`config.mk`:
```
export PLATFORM = sky130hd
export DESIGN_NAME = raptor64_regfetch
export DESIGN_NICKNAME = d
export VERILOG_FILES = /design/src/rtl/raptor64_pkg.sv /design/src/rtl/raptor64_regfile.sv /design/src/rtl/raptor64_regfetch.sv
export SDC_FILE = /design/constraint.sdc
export NUM_CORES = 2
export LEC_CHECK = 0
export ABC_AREA = 1
export BUFFER_PORTS_ARGS = -buffer_cell sky130_fd_sc_hd__buf_2
export CAP_MARGIN = 20
export CORE_AREA = 2 2 580 582
export CTS_BUF_LIST = sky130_fd_sc_hd__clkbuf_8
export DETAILED_ROUTE_END_ITERATION = 6
export DIE_AREA = 0 0 582 584
export HOLD_SLACK_MARGIN = 0.05
export PLACE_DENSITY = 0.49
export SETUP_SLACK_MARGIN = 0.1
export SYNTH_ARGS = -nofsm -noshare
export SYNTH_HDL_FRONTEND = slang
export SYNTH_SLANG_ARGS = --single-unit
```
`constraint.sdc`:
```
create_clock -name clk_i -period 10.8 [get_ports clk_i]
set_clock_uncertainty 0.15 [all_clocks]
set_input_delay 0 -clock clk_i [delete_from_list [all_inputs] [get_ports clk_i]]
set_output_delay 0 -clock clk_i [all_outputs]
set_load 0.005 [all_outputs]
```
`src/rtl/raptor64_pkg.sv`:
```
// Shared Raptor64 definitions: opcodes, funct codes, instruction field
// positions and the immediate-prefix state encoding.
package raptor64_pkg;

    // Instruction field positions within the 42-bit decoded instruction
    localparam int OPC_HI = 41;
    localparam int OPC_LO = 35;
    localparam int RA_HI  = 34;
    localparam int RA_LO  = 30;
    localparam int RB_HI  = 29;
    localparam int RB_LO  = 25;
    localparam int IMM_HI = 24;
    localparam int IMM_LO = 0;

    localparam int IR_W   = 42;
    localparam int IMM_W  = IMM_HI - IMM_LO + 1;   // 25-bit inline immediate
    localparam int PFX_W  = RA_HI + 1;             // 35-bit prefix payload

    // Major opcodes
    localparam logic [6:0] OP_RR   = 7'h02;
    localparam logic [6:0] OP_ADDI = 7'h04;
    localparam logic [6:0] OP_ANDI = 7'h08;
    localparam logic [6:0] OP_ORI  = 7'h09;
    localparam logic [6:0] OP_XORI = 7'h0A;
    localparam logic [6:0] OP_IMM  = 7'h7C;

    // Register-register funct codes (low bits of the immediate field)
    localparam logic [6:0] FN_ADD = 7'h04;
    localparam logic [6:0] FN_SUB = 7'h05;
    localparam logic [6:0] FN_AND = 7'h08;
    localparam logic [6:0] FN_OR  = 7'h09;
    localparam logic [6:0] FN_XOR = 7'h0A;

    // Immediate-prefix tracking: IDLE, or holding an IMM payload for the next op
    typedef enum logic {
        PFX_IDLE = 1'b0,
        PFX_HELD = 1'b1
    } pfx_state_e;

endpackage

```
`src/rtl/raptor64_regfile.sv`:
```
// 32x64 architectural register file: two asynchronous read ports and one
// synchronous write port. r0 is hardwired to zero and never written.
module raptor64_regfile #(
    parameter int NREGS = 32,
    parameter int DW    = 64,
    parameter int AW    = $clog2(NREGS)
) (
    input  logic          clk_i,
    input  logic          we_i,
    input  logic [AW-1:0] waddr_i,
    input  logic [DW-1:0] wdata_i,
    input  logic [AW-1:0] raddr_a_i,
    output logic [DW-1:0] rdata_a_o,
    input  logic [AW-1:0] raddr_b_i,
    output logic [DW-1:0] rdata_b_o
);

    logic [DW-1:0] mem_q [NREGS];

    // Storage is intentionally not reset; writes to r0 are dropped
    always_ff @(posedge clk_i) begin
        if (we_i && (waddr_i != '0)) begin
            mem_q[waddr_i] <= wdata_i;
        end
    end

    assign rdata_a_o = (raddr_a_i == '0) ? '0 : mem_q[raddr_a_i];
    assign rdata_b_o = (raddr_b_i == '0) ? '0 : mem_q[raddr_b_i];

endmodule

```
`src/rtl/raptor64_regfetch.sv`:
```
// Raptor64 register-fetch stage: reads operands with execute/writeback
// bypass, builds the 64-bit immediate (with IMM-prefix extension) and hands
// a registered bundle to execute under a valid/ready handshake.
module raptor64_regfetch
    import raptor64_pkg::*;
#(
    parameter int NREGS = 32,
    parameter int DW    = 64
) (
    input  logic          clk_i,
    input  logic          rst_ni,
    input  logic          d_valid,
    input  logic [41:0]   d_ir,
    output logic          d_ready,
    input  logic          flush,
    output logic          x_valid,
    input  logic          x_ready,
    output logic [41:0]   xIR,
    output logic [DW-1:0] a,
    output logic [DW-1:0] b,
    output logic [DW-1:0] imm,
    input  logic          ex_fwd_en,
    input  logic [4:0]    ex_fwd_rt,
    input  logic [DW-1:0] ex_fwd_res,
    input  logic          wb_en,
    input  logic [4:0]    wb_rt,
    input  logic [DW-1:0] wb_res
);

    logic             x_valid_q, x_valid_d;
    logic [IR_W-1:0]  xir_q, xir_d;
    logic [DW-1:0]    a_q, a_d;
    logic [DW-1:0]    b_q, b_d;
    logic [DW-1:0]    imm_q, imm_d;
    pfx_state_e       state_q, state_d;
    logic [PFX_W-1:0] pfx_q, pfx_d;

    logic [4:0]       ra, rb;
    logic [DW-1:0]    rf_a, rf_b;
    logic             transfer, is_imm;

    // Zero register first, then youngest in-flight result, then writeback
    function automatic logic [DW-1:0] sel_operand(
        input logic [4:0]    r,
        input logic [DW-1:0] rf_val,
        input logic          ex_en,
        input logic [4:0]    ex_rt,
        input logic [DW-1:0] ex_res,
        input logic          w_en,
        input logic [4:0]    w_rt,
        input logic [DW-1:0] w_res
    );
        if (r == 5'd0)                   return '0;
        else if (ex_en && (ex_rt == r))  return ex_res;
        else if (w_en && (w_rt == r))    return w_res;
        else                             return rf_val;
    endfunction

    // A held prefix supplies the upper bits; otherwise sign-extend the field
    function automatic logic [DW-1:0] build_imm(
        input logic             held,
        input logic [PFX_W-1:0] pfx,
        input logic [IMM_W-1:0] field
    );
        if (held) return {{(DW-PFX_W-IMM_W){pfx[PFX_W-1]}}, pfx, field};
        else      return {{(DW-IMM_W){field[IMM_W-1]}}, field};
    endfunction

    assign ra       = d_ir[RA_HI:RA_LO];
    assign rb       = d_ir[RB_HI:RB_LO];
    assign d_ready  = !x_valid_q || x_ready;
    assign transfer = d_valid && d_ready;
    assign is_imm   = (d_ir[OPC_HI:OPC_LO] == OP_IMM);

    raptor64_regfile #(
        .NREGS (NREGS),
        .DW    (DW)
    ) u_regfile (
        .clk_i     (clk_i),
        .we_i      (wb_en),
        .waddr_i   (wb_rt),
        .wdata_i   (wb_res),
        .raddr_a_i (ra),
        .rdata_a_o (rf_a),
        .raddr_b_i (rb),
        .rdata_b_o (rf_b)
    );

    // Next-state: flush beats transfer; IMM only updates the prefix
    always_comb begin
        x_valid_d = x_valid_q && !x_ready;
        xir_d     = xir_q;
        a_d       = a_q;
        b_d       = b_q;
        imm_d     = imm_q;
        state_d   = state_q;
        pfx_d     = pfx_q;
        if (flush) begin
            x_valid_d = 1'b0;
            state_d   = PFX_IDLE;
            pfx_d     = '0;
        end else if (transfer) begin
            if (is_imm) begin
                state_d = PFX_HELD;
                pfx_d   = d_ir[PFX_W-1:0];
            end else begin
                x_valid_d = 1'b1;
                xir_d     = d_ir;
                a_d       = sel_operand(ra, rf_a, ex_fwd_en, ex_fwd_rt, ex_fwd_res,
                                        wb_en, wb_rt, wb_res);
                b_d       = sel_operand(rb, rf_b, ex_fwd_en, ex_fwd_rt, ex_fwd_res,
                                        wb_en, wb_rt, wb_res);
                imm_d     = build_imm(state_q == PFX_HELD, pfx_q, d_ir[IMM_HI:IMM_LO]);
                state_d   = PFX_IDLE;
                pfx_d     = '0;
            end
        end
    end

    // Execute bundle and prefix registers
    always_ff @(posedge clk_i) begin
        if (!rst_ni) begin
            x_valid_q <= 1'b0;
            xir_q     <= '0;
            a_q       <= '0;
            b_q       <= '0;
            imm_q     <= '0;
            state_q   <= PFX_IDLE;
            pfx_q     <= '0;
        end else begin
            x_valid_q <= x_valid_d;
            xir_q     <= xir_d;
            a_q       <= a_d;
            b_q       <= b_d;
            imm_q     <= imm_d;
            state_q   <= state_d;
            pfx_q     <= pfx_d;
        end
    end

    assign x_valid = x_valid_q;
    assign xIR     = xir_q;
    assign a       = a_q;
    assign b       = b_q;
    assign imm     = imm_q;

endmodule

```
==> results.sh <==
export IMPL_portBuffers=422
export IMPL_crit_path_top_delay_cell="buf_4"
export IMPL_yosys_area_top_type="edfxtp_1"
export IMPL_drt_pre_antenna_iters=6
export IMPL_final_cell_mix="nand2_1 (3681), edfxtp_1 (2048), nand3_1 (1929)"
export IMPL_gr_total_overflow=0
export IMPL_period_needed_ns=5.328
export IMPL_synth_area_top_cells="edfxtp_1 (53%), nand2_1 (12%), nand3_1 (8.3%)"
export IMPL_crit_chain="dlygate4sd3_1 -> buf_2 -> dlygate4sd3_1 -> inv_1 -> dlygate4sd3_1 -> nand2_1 -> nand2_1 -> buf_4 -> inv_1 -> nand2_1 -> dlygate4sd3_1 -> inv_1 -> buf_4 -> nand3_1 -> inv_4 -> buf_4 -> nand2_1 -> dlygate4sd3_1 -> a21oi_1"
export IMPL_grt_pass1_wl_um=738800
export IMPL_cts_tree="yes"
export IMPL_vias_per_cell=5.521
export IMPL_fmax_mhz=187.7
export IMPL_clkSlewWorstSetupHoldPaths_ns=0.06
export IMPL_end_kind="flop"
export IMPL_ir_drop_uv=94.39
export IMPL_grt_busiest_layer="met2"
export IMPL_track_usage=0.3010
export IMPL_postSynthCellCount=13643
export IMPL_coreArea_mm2=0.3329
export IMPL_wirelength_um=528700
export IMPL_ys_types=31
export IMPL_reg2reg_from="x_valid"
export IMPL_hold_class="in -> reg"
export IMPL_path_delay_family="buffers and inverters"
export IMPL_std_cell_rows=212
export IMPL_synth_warning_count=0
export IMPL_worstPathRequired_ns=11.64
export IMPL_die_x_um=582
export IMPL_cts_root_buf="clkbuf_8"
export IMPL_ys_ff_latch=2290
export IMPL_cts_inserted_buffers=417
export IMPL_met1_usage=0.4021
export IMPL_ys_seq_area_frac=0.5705
export IMPL_start_kind="primary input"
export IMPL_maxCapViolCount=0
export IMPL_clock_sinks=2290
export IMPL_nets=14563
export IMPL_setup_viol=0
export IMPL_wl_per_cell_um=27.63
export IMPL_syn_cell_area_mm2=0.1163
export IMPL_drive_gt1_frac=0.08658
export IMPL_antenna_found_initial=62
export IMPL_tightest_slew_ns=1.257
export IMPL_grt_max_degree=174
export IMPL_start_util=0.3493
export IMPL_gp_congestion=0.8337
export IMPL_rsz0062_at_grt="false"
export IMPL_syn2layout_area_growth_pct=17.33
export IMPL_p_per_area_mw_per_mm2=149.1
export IMPL_dieArea_mm2=0.3399
export IMPL_io_pins=423
export IMPL_ant_nets=0
export IMPL_critPathMostFrequentCell="dlygate4sd3_1"
export IMPL_post_route_util=0.4098
export IMPL_period_share=0.4933
export IMPL_drc=0
export IMPL_grt_pass1_vias=98028
export IMPL_leakagePower_uw=0.05549
export IMPL_post_cts_buffers=0
export IMPL_vias=105627
export IMPL_slew_headroom=0.1618
export IMPL_gr_usage_met2=0.4765
export IMPL_grt_use_met3=0.04988
export IMPL_clk_latency_ns=1.12
export IMPL_worst_path_buf_inv=13
export IMPL_report_final_slew_viol_count=0
export IMPL_yosysTopAreaCellShare=0.5289
export IMPL_tns_ns=0
export IMPL_dp_hpwl_um=281800
export IMPL_crit_fanout=38
export IMPL_clockBufferDepth=4
export IMPL_avgSynthCellArea_um2=8.523
export IMPL_status="finished, final reports clean"
export IMPL_cts_max_level=5
export IMPL_finalHoldViolCount=0
export IMPL_mostFrequentLayoutCell="nand2_1"
export IMPL_path_class="in -> reg"
export IMPL_slowest_delay_ns=0.73
export IMPL_ctsResizeCount=0
export IMPL_crit_arrival_ns=6.17
export IMPL_hp_start="wb_res[42]"
export IMPL_dieHeight_um=584
export IMPL_startpoint="x_ready"
export IMPL_drt_iter0_markers=13256
## registers in the layout (all words and copies together) (netlist names)
signal,count
xIR,42
u_regfile.mem_q,2048
a,64
imm,35
pfx_q,35
state_q,1
b,64
x_valid,1
## worst paths after layout
check                                end  cells past startpoint  slack [ns]
setup reg to reg                   a[16]                     14        5.80
hold reg to reg                    b[38]                      2        0.31
setup / recovery                   a[16]                     19        5.47
hold / removal    u_regfile.mem_q[1][42]                      2        0.15
## per-stage QoR
step | setup WS, ns | cell area [um2] | hold WS, ns | instances | power, uW
2_1_floorplan | 5.071 | 116500 | -0.05113 | 13706 | 11340
3_3_place_gp | 6.352 | 121900 | 0.09996 | 17714 | 12360
3_5_place_dp | 6.321 | 121900 | 0.09697 | 17716 | 12360
4_1_cts | 5.718 | 135600 | 0.05433 | 19075 | 20350
5_1_grt | 5.320 | 136400 | 0.1389 | 19122 | 20990
6_report | 5.472 | 136400 | 0.1522 | 19132 | 20340
## report_power, final
part           total, uW  switching [uW]  internal (uW)
sequential          9890            85.9           9810
combinational       2600            1840            761
clock               7850            3950           3900
total              20300            5870          14500
## logic make-up (layout without fill, tap and decap cells)
group,after synthesis,after routing,share of synthesized area
simple gates,7011,7011,0.2483
xor+xnor,5,5,0.0003766
buf+inv,2219,3239,0.07930
flops,2290,2290,0.5705
other cells,1,83,0.00003225
compound gates,2117,2117,0.1014
## metal layers
metal  vias up  part of all wire
met5         -           0.00028
met4        22             0.052
met3      1207             0.093
met2      5843              0.45
met1     51201              0.41
li1      47354                 -
## Yosys cell counts
cell / n
buf_6: 12
clkinv_1: 2
o21ai_1: 175
buf_4: 67
nor2_1: 1336
nand4_1: 41
o21bai_1: 30
clkbuf_1: 398
a21boi_0: 1
o21ai_0: 629
inv_1: 1176
edfxtp_1: 2048
buf_1: 115
buf_2: 438
dfxtp_1: 242
inv_2: 10
o22ai_1: 8
or2_2: 5
a21oi_1: 813
nand3_2: 1
nand2_1: 3682
conb_1: 1
nor2_2: 2
nand3_1: 1932
inv_4: 1
a31oi_1: 35
xor2_1: 5
a211oi_1: 1
nor3_1: 11
o211ai_1: 425
nand2b_1: 1
## layout make-up
| cell class | instances | area (um2) |
|---|---|---|
| Timing Repair Buffer | 1281 | 11080 |
| Clock inverter | 317 | 1404 |
| Tap cell | 4387 | 5489 |
| Multi-Input combinational cell | 9197 | 41290 |
| Sequential cell | 2290 | 66340 |
| Clock buffer | 452 | 6221 |
| Inverter | 1189 | 4556 |
| Antenna cell | 19 | 47.55 |
| Fill cell | 33214 | 196500 |
## repair_timing
action / CTS / global route
endpoints found under the hold margin: 3260 / 0
endpoints found under the setup margin: 0 / 0
hold buffers: 590 / 0
(Power assumes the default switching activity.)
